## config.mk

```make
export PLATFORM = sky130hd
export DESIGN_NAME = mem_arbiter_flat
export DESIGN_NICKNAME = d
export VERILOG_FILES = /design/src/rtl/mem_arb_pkg.sv /design/src/rtl/mem_arbiter_if.sv /design/src/rtl/mem_arbiter.sv /design/src/flat_wrapper.sv
export SDC_FILE = /design/constraint.sdc
export NUM_CORES = 1
export LEC_CHECK = 0
export CAP_MARGIN = 20
export CORE_AREA = 10 10 125 127
export DETAILED_ROUTE_END_ITERATION = 16
export DIE_AREA = 0 0 135 137
export PLACE_DENSITY = 0.65
export SYNTH_ARGS = -nofsm -noshare
export SYNTH_HDL_FRONTEND = slang
export SYNTH_SLANG_ARGS = --single-unit
```

## constraint.sdc

```tcl
create_clock -name clk -period 3.3 [get_ports clk]
set_input_delay 0.33 -clock clk [delete_from_list [all_inputs] [get_ports clk]]
set_output_delay 0.33 -clock clk [all_outputs]
set_load 0.1 [all_outputs]
```

## src/rtl/mem_arb_pkg.sv

```systemverilog
// Shared definitions for the two-requester memory arbiter: owner FSM encoding and bus field widths.
package mem_arb_pkg;

    localparam int FUNCT3_W = 3;

    typedef enum logic [1:0] {
        IDLE = 2'd0,
        OWN0 = 2'd1,
        OWN1 = 2'd2
    } arb_state_t;

endpackage

```

## src/rtl/mem_arbiter_if.sv

```systemverilog
// Bus bundle linking two requesters and a one-cycle-latency shared memory to mem_arbiter.
interface mem_arbiter_if #(
    parameter int ADDR_W = 32,
    parameter int DATA_W = 32
);
    import mem_arb_pkg::*;

    logic                m0_req;
    logic                m0_we;
    logic                m0_lock;
    logic [ADDR_W-1:0]   m0_addr;
    logic [DATA_W-1:0]   m0_wdata;
    logic [FUNCT3_W-1:0] m0_funct3;
    logic                m0_gnt;
    logic                m0_rvalid;
    logic [DATA_W-1:0]   m0_rdata;

    logic                m1_req;
    logic                m1_we;
    logic                m1_lock;
    logic [ADDR_W-1:0]   m1_addr;
    logic [DATA_W-1:0]   m1_wdata;
    logic [FUNCT3_W-1:0] m1_funct3;
    logic                m1_gnt;
    logic                m1_rvalid;
    logic [DATA_W-1:0]   m1_rdata;

    logic                mem_wen;
    logic [ADDR_W-1:0]   mem_ra;
    logic [ADDR_W-1:0]   mem_wa;
    logic [DATA_W-1:0]   mem_wd;
    logic [FUNCT3_W-1:0] mem_funct3;
    logic [DATA_W-1:0]   mem_rd;

    // Arbiter side
    modport slave (
        input  m0_req, m0_we, m0_lock, m0_addr, m0_wdata, m0_funct3,
        input  m1_req, m1_we, m1_lock, m1_addr, m1_wdata, m1_funct3,
        input  mem_rd,
        output m0_gnt, m0_rvalid, m0_rdata,
        output m1_gnt, m1_rvalid, m1_rdata,
        output mem_wen, mem_ra, mem_wa, mem_wd, mem_funct3
    );

    // Requesters plus memory side
    modport master (
        output m0_req, m0_we, m0_lock, m0_addr, m0_wdata, m0_funct3,
        output m1_req, m1_we, m1_lock, m1_addr, m1_wdata, m1_funct3,
        output mem_rd,
        input  m0_gnt, m0_rvalid, m0_rdata,
        input  m1_gnt, m1_rvalid, m1_rdata,
        input  mem_wen, mem_ra, mem_wa, mem_wd, mem_funct3
    );

endinterface

```

## src/rtl/mem_arbiter.sv

```systemverilog
// Two-requester arbiter for one shared memory with combinational grant and lock support.
// MEM_ARB_RR_EN: defined -> round-robin in IDLE plus MAX_HOLD forcing; undefined -> m0 fixed priority.
module mem_arbiter
    import mem_arb_pkg::*;
#(
    parameter int ADDR_W   = 32,
    parameter int DATA_W   = 32,
    parameter int MAX_HOLD = 8
) (
    input  logic         clk,
    input  logic         rst_n,
    mem_arbiter_if.slave bus
);

    arb_state_t          state;
    arb_state_t          state_nxt;
    logic                gnt0;
    logic                gnt1;
    logic                beat_lock;
    logic                lock_seq;
    logic                lock_seq_nxt;
    logic                pick_m1;
    logic                hold_force;
    logic                rvld0_p1;
    logic                rvld1_p1;

    logic                sel_we;
    logic [ADDR_W-1:0]   sel_addr;
    logic [DATA_W-1:0]   sel_wdata;
    logic [FUNCT3_W-1:0] sel_funct3;

`ifdef MEM_ARB_RR_EN
    localparam int               CNT_W     = (MAX_HOLD > 1) ? $clog2(MAX_HOLD) : 1;
    localparam logic [CNT_W-1:0] HOLD_LAST = CNT_W'(MAX_HOLD - 1);

    logic [CNT_W-1:0] hold_cnt;
    logic [CNT_W-1:0] hold_cnt_nxt;
    logic             rr_prio;
    logic             rr_prio_nxt;

    function automatic logic [CNT_W-1:0] sat_inc(input logic [CNT_W-1:0] c);
        return (c >= HOLD_LAST) ? c : c + CNT_W'(1);
    endfunction

    // Count unlocked beats of the current owner; a beat granted from IDLE opens the count.
    always_comb begin
        hold_cnt_nxt = hold_cnt;
        rr_prio_nxt  = rr_prio;
        if (state_nxt != state) begin
            hold_cnt_nxt = (state == IDLE && (gnt0 || gnt1) && !beat_lock) ? sat_inc(CNT_W'(0)) : '0;
            if (state_nxt == OWN0) begin
                rr_prio_nxt = 1'b1;
            end else if (state_nxt == OWN1) begin
                rr_prio_nxt = 1'b0;
            end
        end else if ((gnt0 || gnt1) && !beat_lock) begin
            hold_cnt_nxt = sat_inc(hold_cnt);
        end
    end

    always_ff @(posedge clk or negedge rst_n) begin
        if (!rst_n) begin
            hold_cnt <= '0;
            rr_prio  <= 1'b0;
        end else begin
            hold_cnt <= hold_cnt_nxt;
            rr_prio  <= rr_prio_nxt;
        end
    end

    assign pick_m1    = rr_prio;
    assign hold_force = (hold_cnt >= HOLD_LAST);
`else
    assign pick_m1    = 1'b0;
    assign hold_force = 1'b0;
`endif

    // Owner FSM and grant decode.
    // The unlocked beat that closes a locked run hands over directly, so an atomic
    // sequence never extends ownership past its own end while the other side waits.
    always_comb begin
        state_nxt = state;
        gnt0      = 1'b0;
        gnt1      = 1'b0;
        case (state)
            IDLE: begin
                if (bus.m0_req && (!bus.m1_req || !pick_m1)) begin
                    gnt0      = 1'b1;
                    state_nxt = OWN0;
                end else if (bus.m1_req) begin
                    gnt1      = 1'b1;
                    state_nxt = OWN1;
                end
            end
            OWN0: begin
                if (!bus.m0_req) begin
                    state_nxt = IDLE;
                end else begin
                    gnt0 = 1'b1;
                    if (!bus.m0_lock) begin
                        if (!bus.m1_req) begin
                            state_nxt = IDLE;
                        end else if (lock_seq || hold_force) begin
                            state_nxt = OWN1;
                        end
                    end
                end
            end
            OWN1: begin
                if (!bus.m1_req) begin
                    state_nxt = IDLE;
                end else begin
                    gnt1 = 1'b1;
                    if (!bus.m1_lock) begin
                        if (!bus.m0_req) begin
                            state_nxt = IDLE;
                        end else if (lock_seq || hold_force) begin
                            state_nxt = OWN0;
                        end
                    end
                end
            end
            default: state_nxt = IDLE;
        endcase
        if (!rst_n) begin
            gnt0 = 1'b0;
            gnt1 = 1'b0;
        end
    end

    always_comb begin
        beat_lock    = gnt1 ? bus.m1_lock : (gnt0 & bus.m0_lock);
        lock_seq_nxt = lock_seq;
        if (gnt0 || gnt1) begin
            lock_seq_nxt = beat_lock;
        end else if (state_nxt == IDLE) begin
            lock_seq_nxt = 1'b0;
        end
    end

    // Stage p0 -> p1: owner state and the one-cycle read return tag.
    always_ff @(posedge clk or negedge rst_n) begin
        if (!rst_n) begin
            state    <= IDLE;
            lock_seq <= 1'b0;
            rvld0_p1 <= 1'b0;
            rvld1_p1 <= 1'b0;
        end else begin
            state    <= state_nxt;
            lock_seq <= lock_seq_nxt;
            rvld0_p1 <= gnt0 & ~bus.m0_we;
            rvld1_p1 <= gnt1 & ~bus.m1_we;
        end
    end

    // Memory-side mux: everything reads as zero when nobody is granted.
    always_comb begin
        sel_we     = 1'b0;
        sel_addr   = '0;
        sel_wdata  = '0;
        sel_funct3 = '0;
        if (gnt0) begin
            sel_we     = bus.m0_we;
            sel_addr   = bus.m0_addr;
            sel_wdata  = bus.m0_wdata;
            sel_funct3 = bus.m0_funct3;
        end else if (gnt1) begin
            sel_we     = bus.m1_we;
            sel_addr   = bus.m1_addr;
            sel_wdata  = bus.m1_wdata;
            sel_funct3 = bus.m1_funct3;
        end
    end

    assign bus.m0_gnt     = gnt0;
    assign bus.m1_gnt     = gnt1;
    assign bus.mem_wen    = sel_we;
    assign bus.mem_ra     = sel_addr;
    assign bus.mem_wa     = sel_addr;
    assign bus.mem_wd     = sel_wdata;
    assign bus.mem_funct3 = sel_funct3;

    assign bus.m0_rvalid  = rvld0_p1;
    assign bus.m1_rvalid  = rvld1_p1;
    assign bus.m0_rdata   = rvld0_p1 ? bus.mem_rd : '0;
    assign bus.m1_rdata   = rvld1_p1 ? bus.mem_rd : '0;

endmodule

```

## src/flat_wrapper.sv

```systemverilog
// flat-port wrapper written by rule: the top's interface ports become plain ports
module mem_arbiter_flat import mem_arb_pkg::*;
#(
    parameter int ADDR_W   = 32,
    parameter int DATA_W   = 32,
    parameter int MAX_HOLD = 8
)
  (clk, rst_n, bus_m0_req, bus_m0_we, bus_m0_lock, bus_m0_addr, bus_m0_wdata, bus_m0_funct3, bus_m1_req, bus_m1_we, bus_m1_lock, bus_m1_addr, bus_m1_wdata, bus_m1_funct3, bus_mem_rd, bus_m0_gnt, bus_m0_rvalid, bus_m0_rdata, bus_m1_gnt, bus_m1_rvalid, bus_m1_rdata, bus_mem_wen, bus_mem_ra, bus_mem_wa, bus_mem_wd, bus_mem_funct3);
  mem_arbiter_if #(.ADDR_W(ADDR_W), .DATA_W(DATA_W)) bus_i ();
  input  logic clk;
  input  logic rst_n;
  input wire logic [$bits(bus_i.m0_req)-1:0] bus_m0_req;
  input wire logic [$bits(bus_i.m0_we)-1:0] bus_m0_we;
  input wire logic [$bits(bus_i.m0_lock)-1:0] bus_m0_lock;
  input wire logic [$bits(bus_i.m0_addr)-1:0] bus_m0_addr;
  input wire logic [$bits(bus_i.m0_wdata)-1:0] bus_m0_wdata;
  input wire logic [$bits(bus_i.m0_funct3)-1:0] bus_m0_funct3;
  input wire logic [$bits(bus_i.m1_req)-1:0] bus_m1_req;
  input wire logic [$bits(bus_i.m1_we)-1:0] bus_m1_we;
  input wire logic [$bits(bus_i.m1_lock)-1:0] bus_m1_lock;
  input wire logic [$bits(bus_i.m1_addr)-1:0] bus_m1_addr;
  input wire logic [$bits(bus_i.m1_wdata)-1:0] bus_m1_wdata;
  input wire logic [$bits(bus_i.m1_funct3)-1:0] bus_m1_funct3;
  input wire logic [$bits(bus_i.mem_rd)-1:0] bus_mem_rd;
  output wire logic [$bits(bus_i.m0_gnt)-1:0] bus_m0_gnt;
  output wire logic [$bits(bus_i.m0_rvalid)-1:0] bus_m0_rvalid;
  output wire logic [$bits(bus_i.m0_rdata)-1:0] bus_m0_rdata;
  output wire logic [$bits(bus_i.m1_gnt)-1:0] bus_m1_gnt;
  output wire logic [$bits(bus_i.m1_rvalid)-1:0] bus_m1_rvalid;
  output wire logic [$bits(bus_i.m1_rdata)-1:0] bus_m1_rdata;
  output wire logic [$bits(bus_i.mem_wen)-1:0] bus_mem_wen;
  output wire logic [$bits(bus_i.mem_ra)-1:0] bus_mem_ra;
  output wire logic [$bits(bus_i.mem_wa)-1:0] bus_mem_wa;
  output wire logic [$bits(bus_i.mem_wd)-1:0] bus_mem_wd;
  output wire logic [$bits(bus_i.mem_funct3)-1:0] bus_mem_funct3;
  assign bus_i.m0_req = bus_m0_req;
  assign bus_i.m0_we = bus_m0_we;
  assign bus_i.m0_lock = bus_m0_lock;
  assign bus_i.m0_addr = bus_m0_addr;
  assign bus_i.m0_wdata = bus_m0_wdata;
  assign bus_i.m0_funct3 = bus_m0_funct3;
  assign bus_i.m1_req = bus_m1_req;
  assign bus_i.m1_we = bus_m1_we;
  assign bus_i.m1_lock = bus_m1_lock;
  assign bus_i.m1_addr = bus_m1_addr;
  assign bus_i.m1_wdata = bus_m1_wdata;
  assign bus_i.m1_funct3 = bus_m1_funct3;
  assign bus_i.mem_rd = bus_mem_rd;
  assign bus_m0_gnt = bus_i.m0_gnt;
  assign bus_m0_rvalid = bus_i.m0_rvalid;
  assign bus_m0_rdata = bus_i.m0_rdata;
  assign bus_m1_gnt = bus_i.m1_gnt;
  assign bus_m1_rvalid = bus_i.m1_rvalid;
  assign bus_m1_rdata = bus_i.m1_rdata;
  assign bus_mem_wen = bus_i.mem_wen;
  assign bus_mem_ra = bus_i.mem_ra;
  assign bus_mem_wa = bus_i.mem_wa;
  assign bus_mem_wd = bus_i.mem_wd;
  assign bus_mem_funct3 = bus_i.mem_funct3;
  mem_arbiter #(.ADDR_W(ADDR_W), .DATA_W(DATA_W), .MAX_HOLD(MAX_HOLD)) u_core (.clk(clk), .rst_n(rst_n), .bus(bus_i));
endmodule
```

==> metrics.yaml <==
cts_tree: "yes"
setup_viol_count_final: 0
post_cts_buffers: 0
nFillCells: 1207
grt_remaining_overflow: 0
dieArea_um2: 18500
antenna_found_initial: 0
gr-usage-all-layers: 0.143
die_w_um: 135
power_uw: 1890
placed_cell_area_um2: 5820
finalHoldViolations: 0
crit_top_cell: "buf_12"
crit_required_ps: 2970
cts_resized: 0
tns_ps: 0
min_path_type: "primary input to async pin"
arrival_ps: 2310
cts.sinks: 5
ys_ff_latch: 5
ir_drop_v: 0.000178
drive_above_1_share: 0.371
power_density_nw_per_um2: 321
vias: 2806
crit_chain: "clkdlybuf4s50_1 > nand2_1 > nor3_4 > buf_12 > a22o_1 > buf_12"
critPathSlowestCell: "clkdlybuf4s50_1"
die_y_um: 137
core_um2: 13100
synthDistinctLibCells: 22
row_count: 42
seqCellArea_um2: 125
h-tree-depth: 1
grt_max_degree: 71
root_buffer: "clkbuf_16"
final_util: 0.451
ctsLongestPathBuffers: 2
setup.worst_path.class: "primary input to output port"
fin_skew_ps: 2.12
finalCriticalPeriod_ps: 2640
syn-num-nets: 386
pre_cts_ws_ps: 663
drc_errors: 0
first_pass_iters: 4
design_area_um2: 5900
portBuffers: 341
max_freq_mhz: 379
place_congestion: 0.898
setup_slack_ps: 660
grt_pass1_vias: 3045
synth_cells: 212
multi_input_area_um2: 1150
routed_wl_um: 14900
rsz0062_at_grt: "false"
path_clk_slew_ps: 30
end_kind: "output port"
hold_buffers: 0
slew_headroom: 0.511
final_max_slew_viol_count: 0
worstMarginPinSlew_ps: 733
clock_latency_ps: 230
fin_nets: 682
ys_seq_area_frac: 0.0741
final_cell_mix: "clkdlybuf4s50_1, buf_12, buf_4"
leakagePower_uw: 0.00254
critPathLaunchType: "primary input"
ios: 342
finalCritPeriodShare: 0.800
drt-wirelength-per-cell_um: 21.8
drt.antenna.violating_nets: 0
r2r-end: "u_core.lock_seq$_DFFE_PN0P_"
yosys_warnings: 0
cpPeakStageDelay_ps: 620
worst-path-max-fanout: 70
run_status: "finished, final reports clean"
reg2reg_depth: 4
drt_iter0_drc: 114
synth_area_um2: 1690
start_util: 0.129
cts_made_buffers: 3
viasPerCell: 4.11
hpwlAfterDp_um: 13700
r2r-start: "u_core.state[1]$_DFF_PN0_"
syn_area_per_cell_um2: 7.96
drv_cap: 0
ff2ff_setup_slack_ps: 1880
syn_to_final_growth_pct: 250
grt_pass1_wl_um: 20500
final_common_cell: "clkdlybuf4s50_1"
diodes: 0
[critical path, delay by kind of cell]
| family | cells | cell delay [ps] |
|---|---|---|
| buffers and inverters | 3 | 1150 |
| AO/OA/AOI/OAI | 1 | 420 |
| AND/OR/NAND/NOR | 2 | 360 |
[registers in the layout (all words and copies together) (netlist names)]
name,cells
u_core.state,2
u_core.bus.m0_rvalid,1
u_core.bus.m1_rvalid,1
u_core.lock_seq,1
[how the worst max path moves through the flow]
stage	startpoint	end	slack (ps)	cells after the start
6_report	rst_n	bus_mem_ra[23]	660	6
5_1_grt	rst_n	bus_mem_wa[23]	560	6
4_1_cts	rst_n	bus_mem_ra[23]	660	6
3_5_place_dp	rst_n	bus_mem_wa[23]	660	6
3_3_place_gp	rst_n	bus_mem_ra[23]	700	6
2_1_floorplan	bus_m0_req	bus_mem_wa[0]	740	5
[routing by layer]
metal | share of wire | GRT usage | vias up
met4 | 0.0057 | 0.0150 | 0
met5 | 0 | 0 | -
met3 | 0.13 | 0.0700 | 8
met2 | 0.53 | 0.272 | 212
met1 | 0.33 | 0.142 | 1256
li1 | - | - | 1330
[per-stage QoR]
stage / cells / hold slack, ps
after floorplan: 212 / 34.4
after global placement: 679 / 582
after detailed placement: 679 / 588
after CTS: 683 / 354
after global routing: 683 / 363
final: 683 / 344
[cell families (layout without fill, tap and decap cells)]
family,count (synthesis),in the layout,synth area share
AND/OR/NAND/NOR,77,77,0.289
AO/OA/AOI/OAI,74,74,0.392
buffers and inverters,56,351,0.245
flip-flops,5,5,0.0741
[area by class of cell]
class,instances,area share
Clock buffer,4,0.0134
Inverter,3,0.00191
Multi-Input combinational cell,151,0.195
Sequential cell,5,0.0212
Tap cell,176,0.0373
Timing Repair Buffer,344,0.731
[where the power goes]
group          switching [uW]  total, uW  internal (uW)
logic                    1020       1620            599
clock network            36.8        197            160
registers                13.5       80.8           67.4
total                    1070       1890            826
[synth_stat cells]
master    instances  area (um2)
a211oi_1          1        7.51
a21oi_1           1        5.00
a22o_1           60         526
a22o_2            8        80.1
a22oi_2           1        12.5
and2_1           65         407
and2b_1           1        7.51
and2b_2           1        8.76
buf_4            40         300
buf_6             7        78.8
clkbuf_1          6        22.5
dfrtp_1           5         125
inv_1             3        11.3
nand2_1           3        11.3
nand4_1           1        6.26
nor2_1            3        11.3
nor2b_4           1        13.8
nor3_4            1        16.3
nor4_1            1        6.26
o22ai_1           1        6.26
o41ai_1           1        8.76
o41ai_2           1        16.3
No activity file was read; power rests on OpenSTA's default activity.
